## src/rtl/ps2_move_sequencer.sv

```systemverilog
// rtl/ps2_move_sequencer.sv - PS/2 Set-2 scancode decoder feeding a move-command FIFO
//
// Purpose: decodes the byte stream from PS2_Controller (E0 extended and F0 break
// prefixes), tracks held direction keys, and queues one move per fresh press for
// the maze engine. It also keeps a saturating count of moves accepted into the FIFO.
//
// Ports:
//   CLOCK_50       system clock, all state on rising edge
//   resetn         asynchronous active-low reset
//   ps2_data       received byte from PS2_Controller
//   ps2_data_en    one-cycle strobe qualifying ps2_data
//   game_enable    presses queue moves only while high
//   move_ready     engine accepts the head move this cycle
//   move_valid     FIFO non-empty
//   move_dir       head move: 00 up, 01 down, 10 left, 11 right
//   key_held       per-direction held flags, indexed by move_dir code
//   move_count     moves accepted into the FIFO, saturating at FF
//   last_scancode  last byte received
//   protocol_error one-cycle pulse on prefix timeout or illegal prefix
//   overflow       sticky flag: a move was dropped on a full FIFO

module ps2_move_sequencer #(
  parameter int FIFO_DEPTH     = 4,
  parameter int TIMEOUT_CYCLES = 2500000
) (
  input  logic       CLOCK_50,
  input  logic       resetn,
  input  logic [7:0] ps2_data,
  input  logic       ps2_data_en,
  input  logic       game_enable,
  input  logic       move_ready,
  output logic       move_valid,
  output logic [1:0] move_dir,
  output logic [3:0] key_held,
  output logic [7:0] move_count,
  output logic [7:0] last_scancode,
  output logic       protocol_error,
  output logic       overflow
);

  localparam int AW = $clog2(FIFO_DEPTH);
  localparam int TW = (TIMEOUT_CYCLES > 1) ? $clog2(TIMEOUT_CYCLES) : 1;
  localparam logic [TW-1:0] TIMER_LAST = TW'(TIMEOUT_CYCLES - 1);
  localparam logic [AW:0]   COUNT_FULL = (AW + 1)'(FIFO_DEPTH);

  typedef enum logic [1:0] {S_IDLE, S_EXT, S_BRK, S_EXT_BRK} state_t;

  state_t         state, state_next;
  logic [TW-1:0]  timer, timer_next;
  logic           err_next;
  logic           make_act, brk_act;
  logic [1:0]     act_dir;

  logic           wasd_hit, arrow_hit;
  logic [1:0]     wasd_dir, arrow_dir;

  logic [1:0]     mem [FIFO_DEPTH];
  logic [AW-1:0]  wr_ptr, rd_ptr;
  logic [AW:0]    count;
  logic           full, pop, push_req, push_ok;

  // Direction decode for both key families
  always_comb begin
    wasd_hit  = 1'b1;
    wasd_dir  = 2'b00;
    case (ps2_data)
      8'h1D:   wasd_dir = 2'b00;
      8'h1B:   wasd_dir = 2'b01;
      8'h1C:   wasd_dir = 2'b10;
      8'h23:   wasd_dir = 2'b11;
      default: wasd_hit = 1'b0;
    endcase
    arrow_hit = 1'b1;
    arrow_dir = 2'b00;
    case (ps2_data)
      8'h75:   arrow_dir = 2'b00;
      8'h72:   arrow_dir = 2'b01;
      8'h6B:   arrow_dir = 2'b10;
      8'h74:   arrow_dir = 2'b11;
      default: arrow_hit = 1'b0;
    endcase
  end

  // Decoder next-state and prefix timeout
  always_comb begin
    state_next = state;
    timer_next = timer;
    err_next   = 1'b0;
    make_act   = 1'b0;
    brk_act    = 1'b0;
    act_dir    = wasd_dir;
    if (ps2_data_en) begin
      timer_next = '0;
      case (state)
        S_IDLE: begin
          if (ps2_data == 8'hE0)      state_next = S_EXT;
          else if (ps2_data == 8'hF0) state_next = S_BRK;
          else if (wasd_hit)          make_act   = 1'b1;
        end
        S_EXT: begin
          if (ps2_data == 8'hF0) begin
            state_next = S_EXT_BRK;
          end else begin
            state_next = S_IDLE;
            make_act   = arrow_hit;
            act_dir    = arrow_dir;
          end
        end
        S_BRK: begin
          if (wasd_hit) begin
            brk_act    = 1'b1;
            state_next = S_IDLE;
          end else if (ps2_data == 8'hE0) begin
            // F0 E0 is out of order; flag it but honour the E0
            err_next   = 1'b1;
            state_next = S_EXT;
          end else begin
            state_next = S_IDLE;
          end
        end
        default: begin
          state_next = S_IDLE;
          brk_act    = arrow_hit;
          act_dir    = arrow_dir;
        end
      endcase
    end else if (state != S_IDLE) begin
      if (timer == TIMER_LAST) begin
        state_next = S_IDLE;
        err_next   = 1'b1;
        timer_next = '0;
      end else begin
        timer_next = timer + TW'(1);
      end
    end else begin
      timer_next = '0;
    end
  end

  assign move_valid = (count != '0);
  assign full       = (count == COUNT_FULL);
  assign pop        = move_valid && move_ready;
  assign push_req   = make_act && !key_held[act_dir] && game_enable;
  // A full FIFO still takes the push when the head leaves in the same cycle
  assign push_ok    = push_req && (!full || pop);
  assign move_dir   = move_valid ? mem[rd_ptr] : 2'b00;

  always_ff @(posedge CLOCK_50 or negedge resetn) begin
    if (!resetn) begin
      state          <= S_IDLE;
      timer          <= '0;
      protocol_error <= 1'b0;
      last_scancode  <= 8'h00;
      key_held       <= 4'b0000;
      move_count     <= 8'h00;
      overflow       <= 1'b0;
      wr_ptr         <= '0;
      rd_ptr         <= '0;
      count          <= '0;
      for (int i = 0; i < FIFO_DEPTH; i++) mem[i] <= 2'b00;
    end else begin
      state          <= state_next;
      timer          <= timer_next;
      protocol_error <= err_next;
      if (ps2_data_en) last_scancode <= ps2_data;
      if (make_act) key_held[act_dir] <= 1'b1;
      if (brk_act)  key_held[act_dir] <= 1'b0;
      if (push_req && !push_ok) overflow <= 1'b1;
      if (push_ok) begin
        mem[wr_ptr] <= act_dir;
        wr_ptr      <= wr_ptr + AW'(1);
        if (move_count != 8'hFF) move_count <= move_count + 8'd1;
      end
      if (pop) rd_ptr <= rd_ptr + AW'(1);
      case ({push_ok, pop})
        2'b10:   count <= count + (AW + 1)'(1);
        2'b01:   count <= count - (AW + 1)'(1);
        default: count <= count;
      endcase
    end
  end

endmodule

```

## config.mk

```make
export PLATFORM = sky130hd
export DESIGN_NAME = ps2_move_sequencer
export DESIGN_NICKNAME = d
export VERILOG_FILES = /design/src/rtl/ps2_move_sequencer.sv
export SDC_FILE = /design/constraint.sdc
export NUM_CORES = 1
export LEC_CHECK = 0
export ABC_CLOCK_PERIOD_IN_PS = 8000
export CORE_AREA = 2 2 113 115
export CTS_BUF_LIST = sky130_fd_sc_hd__clkbuf_2
export DETAILED_ROUTE_END_ITERATION = 8
export DIE_AREA = 0 0 115 117
export GPL_ROUTABILITY_DRIVEN = 0
export PLACE_DENSITY = 0.49
export SLEW_MARGIN = 10
export SYNTH_ARGS = -nofsm -noshare
export SYNTH_HDL_FRONTEND = slang
export SYNTH_SLANG_ARGS = --single-unit
```

## constraint.sdc

```tcl
create_clock -name CLOCK_50 -period 8 [get_ports CLOCK_50]
set_clock_uncertainty 0.2 [all_clocks]
set_input_delay 1.6 -clock CLOCK_50 [delete_from_list [all_inputs] [get_ports CLOCK_50]]
set_output_delay 1.6 -clock CLOCK_50 [all_outputs]
set_load 0.01 [all_outputs]
```

After elaboration in Yosys (flattened, before gate mapping)
Index checks and enable logic that the tools add are counted.
{ "op_classes": {"reduce_logical": 23, "addsub": 6, "eq_ne": 18, "n_bitwise": 5, "n_lt_le_gt_ge": 5, "muxes": 47} }
{ "ops": {"columns": ["op", "count"], "rows": [
  ["22-bit two-way mux", 3],
  ["8-bit by 7-bit == test with 1-bit output, second input constant", 4],
  ["8-bit by 5-bit == test with 1-bit output, second input constant", 3],
  ["2-bit two-way mux", 12],
  ["22-bit by 1-bit adder with 22-bit output, second input constant", 1],
  ["22-bit == test, second input constant", 1],
  ["1-bit two-way mux", 18],
  ["2-bit case mux with 3 select lines", 3],
  ["8-bit == test, second input constant", 2],
  ["8-bit by 1-bit adder with 8-bit output, second input constant", 1],
  ["8-bit bitwise mux", 1],
  ["8-bit by 6-bit == test with 1-bit output, second input constant", 1],
  ["4-bit two-way mux", 2],
  ["8-bit != test, second input constant", 1],
  ["2-bit nonzero test", 4],
  ["4-bit OR reduction", 2],
  ["1-bit logical AND", 7],
  ["3-bit greater-or-equal comparator, second input constant", 2],
  ["2-bit NOT with 3-bit output", 2],
  ["3-bit case mux with 2 select lines", 1],
  ["2-bit by 1-bit adder with 2-bit output, second input constant", 2],
  ["4-bit AND", 1],
  ["2-bit binary-select mux with 2-bit select", 1],
  ["2-bit demux with 2-bit select", 1],
  ["22 further kinds", 28]
]} }
{ "totals": {"elab_cells": 118, "ff_bits": 61, "out_inout_bits": 25} }

Depth between registers and ports, before layout
{ "depth": {"depth_word": 13, "mapped_depth": 14} }

Worst setup path after synthesis
No wires, ideal clock.
{ "synth_path": {"path_kind": "input-to-reg", "startpoint": "input ps2_data[1]", "endpoint": "register count[2]", "setup_ns": 0.079, "slack_ns": 3.478, "arrival_ns": 4.243, "t_required_ns": 7.721, "cell_stages": 14, "cell_sequence": "buf_6 > nor4b_4 > a31oi_2 > or4_4 > a21o_1 > a21oi_4 > buf_6 > nand3b_1 > ha_1 > inv_1 > fa_1 > xor2_1 > nor2_1 > xor2_1"} }
{ "synth_between": {"elab_chain_len": 13, "word_cells_on_any_way": 35, "classes_between": "eq/ne (12); mux (16); reduce/logical (7)"} }
{ "synth_rtl": {"columns": ["item", "line_no", "source"], "rows": [
  ["start: declaration", "28", "input logic [7:0] ps2_data,"],
  ["8-bit by 7-bit == test with 1-bit output (tied with other cells)", "75", "case (ps2_data)"],
  ["2-bit case mux with 3 select lines (tied with other cells)", "75", null],
  ["2-bit two-way mux or 1-bit two-way mux (tied branches)", "101, 66", null],
  ["2-bit case mux with 2 select lines or 1-bit two-way mux (tied branches)", "94, 98", null],
  ["2-bit two-way mux or 1-bit two-way mux (tied branches)", "92, 97", null],
  ["1-bit binary-select mux with 2-bit select or 1-bit two-way mux (tied branches)", "143, 96", null],
  ["1-bit two-way mux (implied by the code) or 1-bit case mux with 2 select lines (tied branches)", "143, 94", null],
  ["1-bit logical NOT or 1-bit two-way mux (tied branches)", "143, 92", null],
  ["1-bit logical AND (*) (2 in a row)", "143", "assign push_req = make_act && !key_held[act_dir] && game_enable;"],
  ["1-bit logical AND (*)", "145", "assign push_ok = push_req && (!full || pop);"],
  ["2-bit by 1-bit == test with 1-bit output or 2-bit == test (tied branches)", "175", "case ({push_ok, pop})"],
  ["3-bit case mux with 2 select lines or 2-bit nonzero test (tied branches)", null, null],
  ["end signal: assignment", "176", "2'b10: count <= count + (AW + 1)'(1);"],
  ["end signal: assignment", "177", "2'b01: count <= count - (AW + 1)'(1);"],
  ["end signal: assignment", "178", "default: count <= count;"],
  ["end: declaration", "59", "logic [AW:0] count;"]
]} }
Mark *: on every way between the ends. The rest lies on a longest branch, timed or not. The select of a mux whose other input is x is not followed.
A chain may end at the register's enable or synchronous reset.

Final worst setup path
Ends and elaborated chain as after synthesis.

==> results by group <==
Status
  • Status: finished, final reports clean

Synthesis
  • Synthesis-stage register bit count: 61
  • Synth Cell Area: ~0.0034 mm²
  • Main synth FF type: dfrtp_1
  • Post-synth cell types: 58
  • Synthesized instance count: between 300 and 400
  • Ys Warns: 0
  • Syn avg cell area: 10.88 µm²
  • EDFF count, synth: 0
  • Top cell type's share of synthesized area: a little under half
  • Syn nets: 329
  • Largest area contributor in the netlist: dfrtp_1
  • Synth cell count leaders: dfrtp_1, nor2_1, xor2_1, nand2_1, xnor2_1
  • Most frequent cell after synthesis: dfrtp_1
  • Post-synth ARST share: 100.0%
  • Register area share after synthesis: 45.54%
  • Top post-synthesis cells by area: dfrtp_1, xor2_1, nor2_1

Detailed routing
  • Vias: 2339
  • Drt drc: 0
  • Post-Route WL: 6.749 mm
  • DRT Pass-1 Iters: 4
  • Per-cell routed wire length: 13.53 µm
  • Detail Route Antenna Nets: 0
  • Initial DRC Count: 106
  • Vias per cell: 4.687

Clocking
  • Clock Pin Slew Worst Setup and Hold Paths: 150 ps
  • CTS tree: done
  • Post-CTS setup buffers: 0
  • Max Root-Sink Buffers: 2
  • CTS resizes: 0
  • Clk_lat worst skew: 480 ps
  • Cts bufs inserted: 9
  • # clock sinks: 61
  • Root Buffer: clkbuf_2
  • H-tree depth: 3
  • Hold buffer count at CTS: 0

Setup path
  • CP required: roughly 8200 ps
  • Crit-path max FO: 14
  • CP peak stage delay: slightly below 600 ps
  • Startpoint types: input pin
  • Crit Path Category: input pin to flip-flop
  • Worst Setup End Kind: flip-flop
  • Worst Path Arrival: between 5000 and 6000 ps
  • Slowest CP cell: clkdlybuf4s50_1
  • Critical path's most frequent cell: xor2_1
  • Crit path cell chain: clkdlybuf4s50_1 > nor4b_4 > a31oi_2 > or4_4 > a21o_1 > a21oi_4 > nand3b_1 > ha_1 > inv_1 > fa_1 > xor2_1 > nor2_1 > xor2_1

Global routing
  • Vias in the first global route: 2338
  • Largest net degree at the start of global routing: 62
  • GRT overflow: 0
  • Initial antenna violation count: 0
  • GRT Total Usage: 11.41%
  • First-pass GRT wire length: approximately 12 mm

Timing
  • Final Hold Viols: 0
  • Min Tclk post-route: 4831 ps
  • Unrepaired setup endpoints after global routing: no
  • Slew HR: 46.08%
  • Setup TNS: 0 ps
  • Setup violators final: 0
  • Achievable Freq: 207.0 MHz
  • Fin crit share: 60.38%
  • Slew @ Worst Pin: slightly above 800 ps
  • Max Slew Vio Count: 0

Floorplanning
  • Chip height: 117 µm
  • Cell Rows: 41
  • Num ports: 38
  • Core area: 0.01231 mm²
  • Die X: 115 µm
  • Die Footprint: 0.01346 mm²
  • Initial Util: 27.23%

Placement
  • Post-DP HPWL: 4.793 mm
  • Port Buffer Count: 37
  • Placed cell count: 486

Flow run
  • Max cap viols: 0

Power
  • Leak: 1.664 nW
  • Worst VDD drop: around 0.054 mV
  • Final total power: 636.9 µW
  • Power Dens Cells: 162.0 mW/mm²

Final layout
  • Fin cells: roughly 500
  • Fin util: 31.93%
  • Layout area overhead: 17.28%
  • Nets: 368
  • Ant diodes: 0
  • Layout cells sized above 1: 12.89%

Min path
  • Type of the most critical hold path: flip-flop to flip-flop
## kinds of logic (layout without fill, tap and decap cells)
logic type / count (synthesis) / in the layout / synth area share, %
fa+ha+maj: 8 / 8 / 3.210
compound gates: 19 / 19 / 4.927
flops: 61 / 61 / 45.54
mux: 23 / 23 / 8.548
buf+inv: 21 / 62 / 3.284
xor+xnor: 34 / 34 / 8.884
simple gates: 142 / 142 / 25.61
## layout by cell type, fill, tap and decap left out, types with 2 or more instances in the layout
| cell type | n |
|---|---|
| xnor2_1 | 13 |
| nand4_1 | 8 |
| or3_1 | 2 |
| nor3b_1 | 5 |
| and3b_1 | 3 |
| clkbuf_2 | 9 |
| nor4_2 | 2 |
| clkinv_1 | 2 |
| mux4_2 | 2 |
| mux2_2 | 9 |
| a21o_1 | 3 |
| or2_2 | 2 |
| nand3b_1 | 2 |
| nand2b_1 | 3 |
| mux2i_1 | 2 |
| nand4b_1 | 5 |
| nor3_1 | 10 |
| ha_1 | 7 |
| nor2_1 | 42 |
| or3b_1 | 2 |
| o21ai_0 | 4 |
| a21oi_1 | 3 |
| xor2_1 | 21 |
| nand3_1 | 11 |
| or4b_2 | 2 |
| mux2_1 | 8 |
| and4_1 | 2 |
| and2_1 | 5 |
| inv_1 | 11 |
| nand2_1 | 19 |
| mux2_4 | 2 |
| clkdlybuf4s50_1 | 36 |
| dfrtp_1 | 61 |
| nor4_1 | 3 |
| and3_1 | 2 |
## final cells by class
cell class	instances	area, µm²
fill	1286	8381
multi-input combinational	226	1715
sequential	61	1526
timing repair buffer	38	372.9
tap	150	187.7
clock buffer	9	45.04
clock inverter	4	42.54
inverter	11	41.29
## metal layers
metal  track usage [%]  wire, µm  up-vias
li1                  -         -     1157
met4             5.382       114        0
met2             17.53      3136       33
met1             14.81      3268     1139
met3             3.399       230       10
met5                 0         0        -
## sequential cells by signal, indices dropped and copies added (netlist names), 2 cells and up
signal	cells
count	3
timer	22
wr_ptr	2
move_count	8
last_scancode	8
state	2
rd_ptr	2
mem	8
key_held	4
## final timing paths
kind	startpoint	endpoint	slack [ps]	depth (start not counted)
worst max-delay path	ps2_data[1]	count[2]$_DFFE_PN0P_	3170	13
worst min register to register	overflow$_DFFE_PN0P_	overflow$_DFFE_PN0P_	290	1
min in group asynchronous	resetn	last_scancode[1]$_DFFE_PN0P_	1070	2
max in group asynchronous	resetn	timer[2]$_DFF_PN0_	6000	2
worst max register to register	state[1]$_DFFE_PN0P_	count[2]$_DFFE_PN0P_	4510	12
worst min-delay path	overflow$_DFFE_PN0P_	overflow$_DFFE_PN0P_	290	1
## power breakdown
| group | internal, mW | total (mW) | switching (mW) | leakage [nW] |
|---|---|---|---|---|
| Combinational | 0.0593 | 0.115 | 0.0556 | 0.800 |
| Sequential | 0.330 | 0.350 | 0.0202 | 0.806 |
| Clock | 0.0649 | 0.172 | 0.107 | 0.0586 |
## critical path, delay by kind of cell
kind / cells / cell delay, ps
AND/OR/NAND/NOR: 4 / 1190
AO/OA/AOI/OAI: 3 / 750
buffers and inverters: 2 / 650
adder cells (fa/ha/maj): 2 / 550
XOR/XNOR: 2 / 290
## metrics by stage
| stage | cell area (µm²) | hold WS [ps] | worst slack [ps] |
|---|---|---|---|
| floorplan | 3352 | 247.0 | 3478 |
| global placement | 3844 | 253.8 | 2726 |
| detailed placement | 3844 | 256.1 | 2644 |
| CTS | 3931 | 293.8 | 3212 |
| global route | 3931 | 309.2 | 3045 |
| finish | 3931 | 287.5 | 3169 |
No activity file was read; power rests on OpenSTA's default activity.
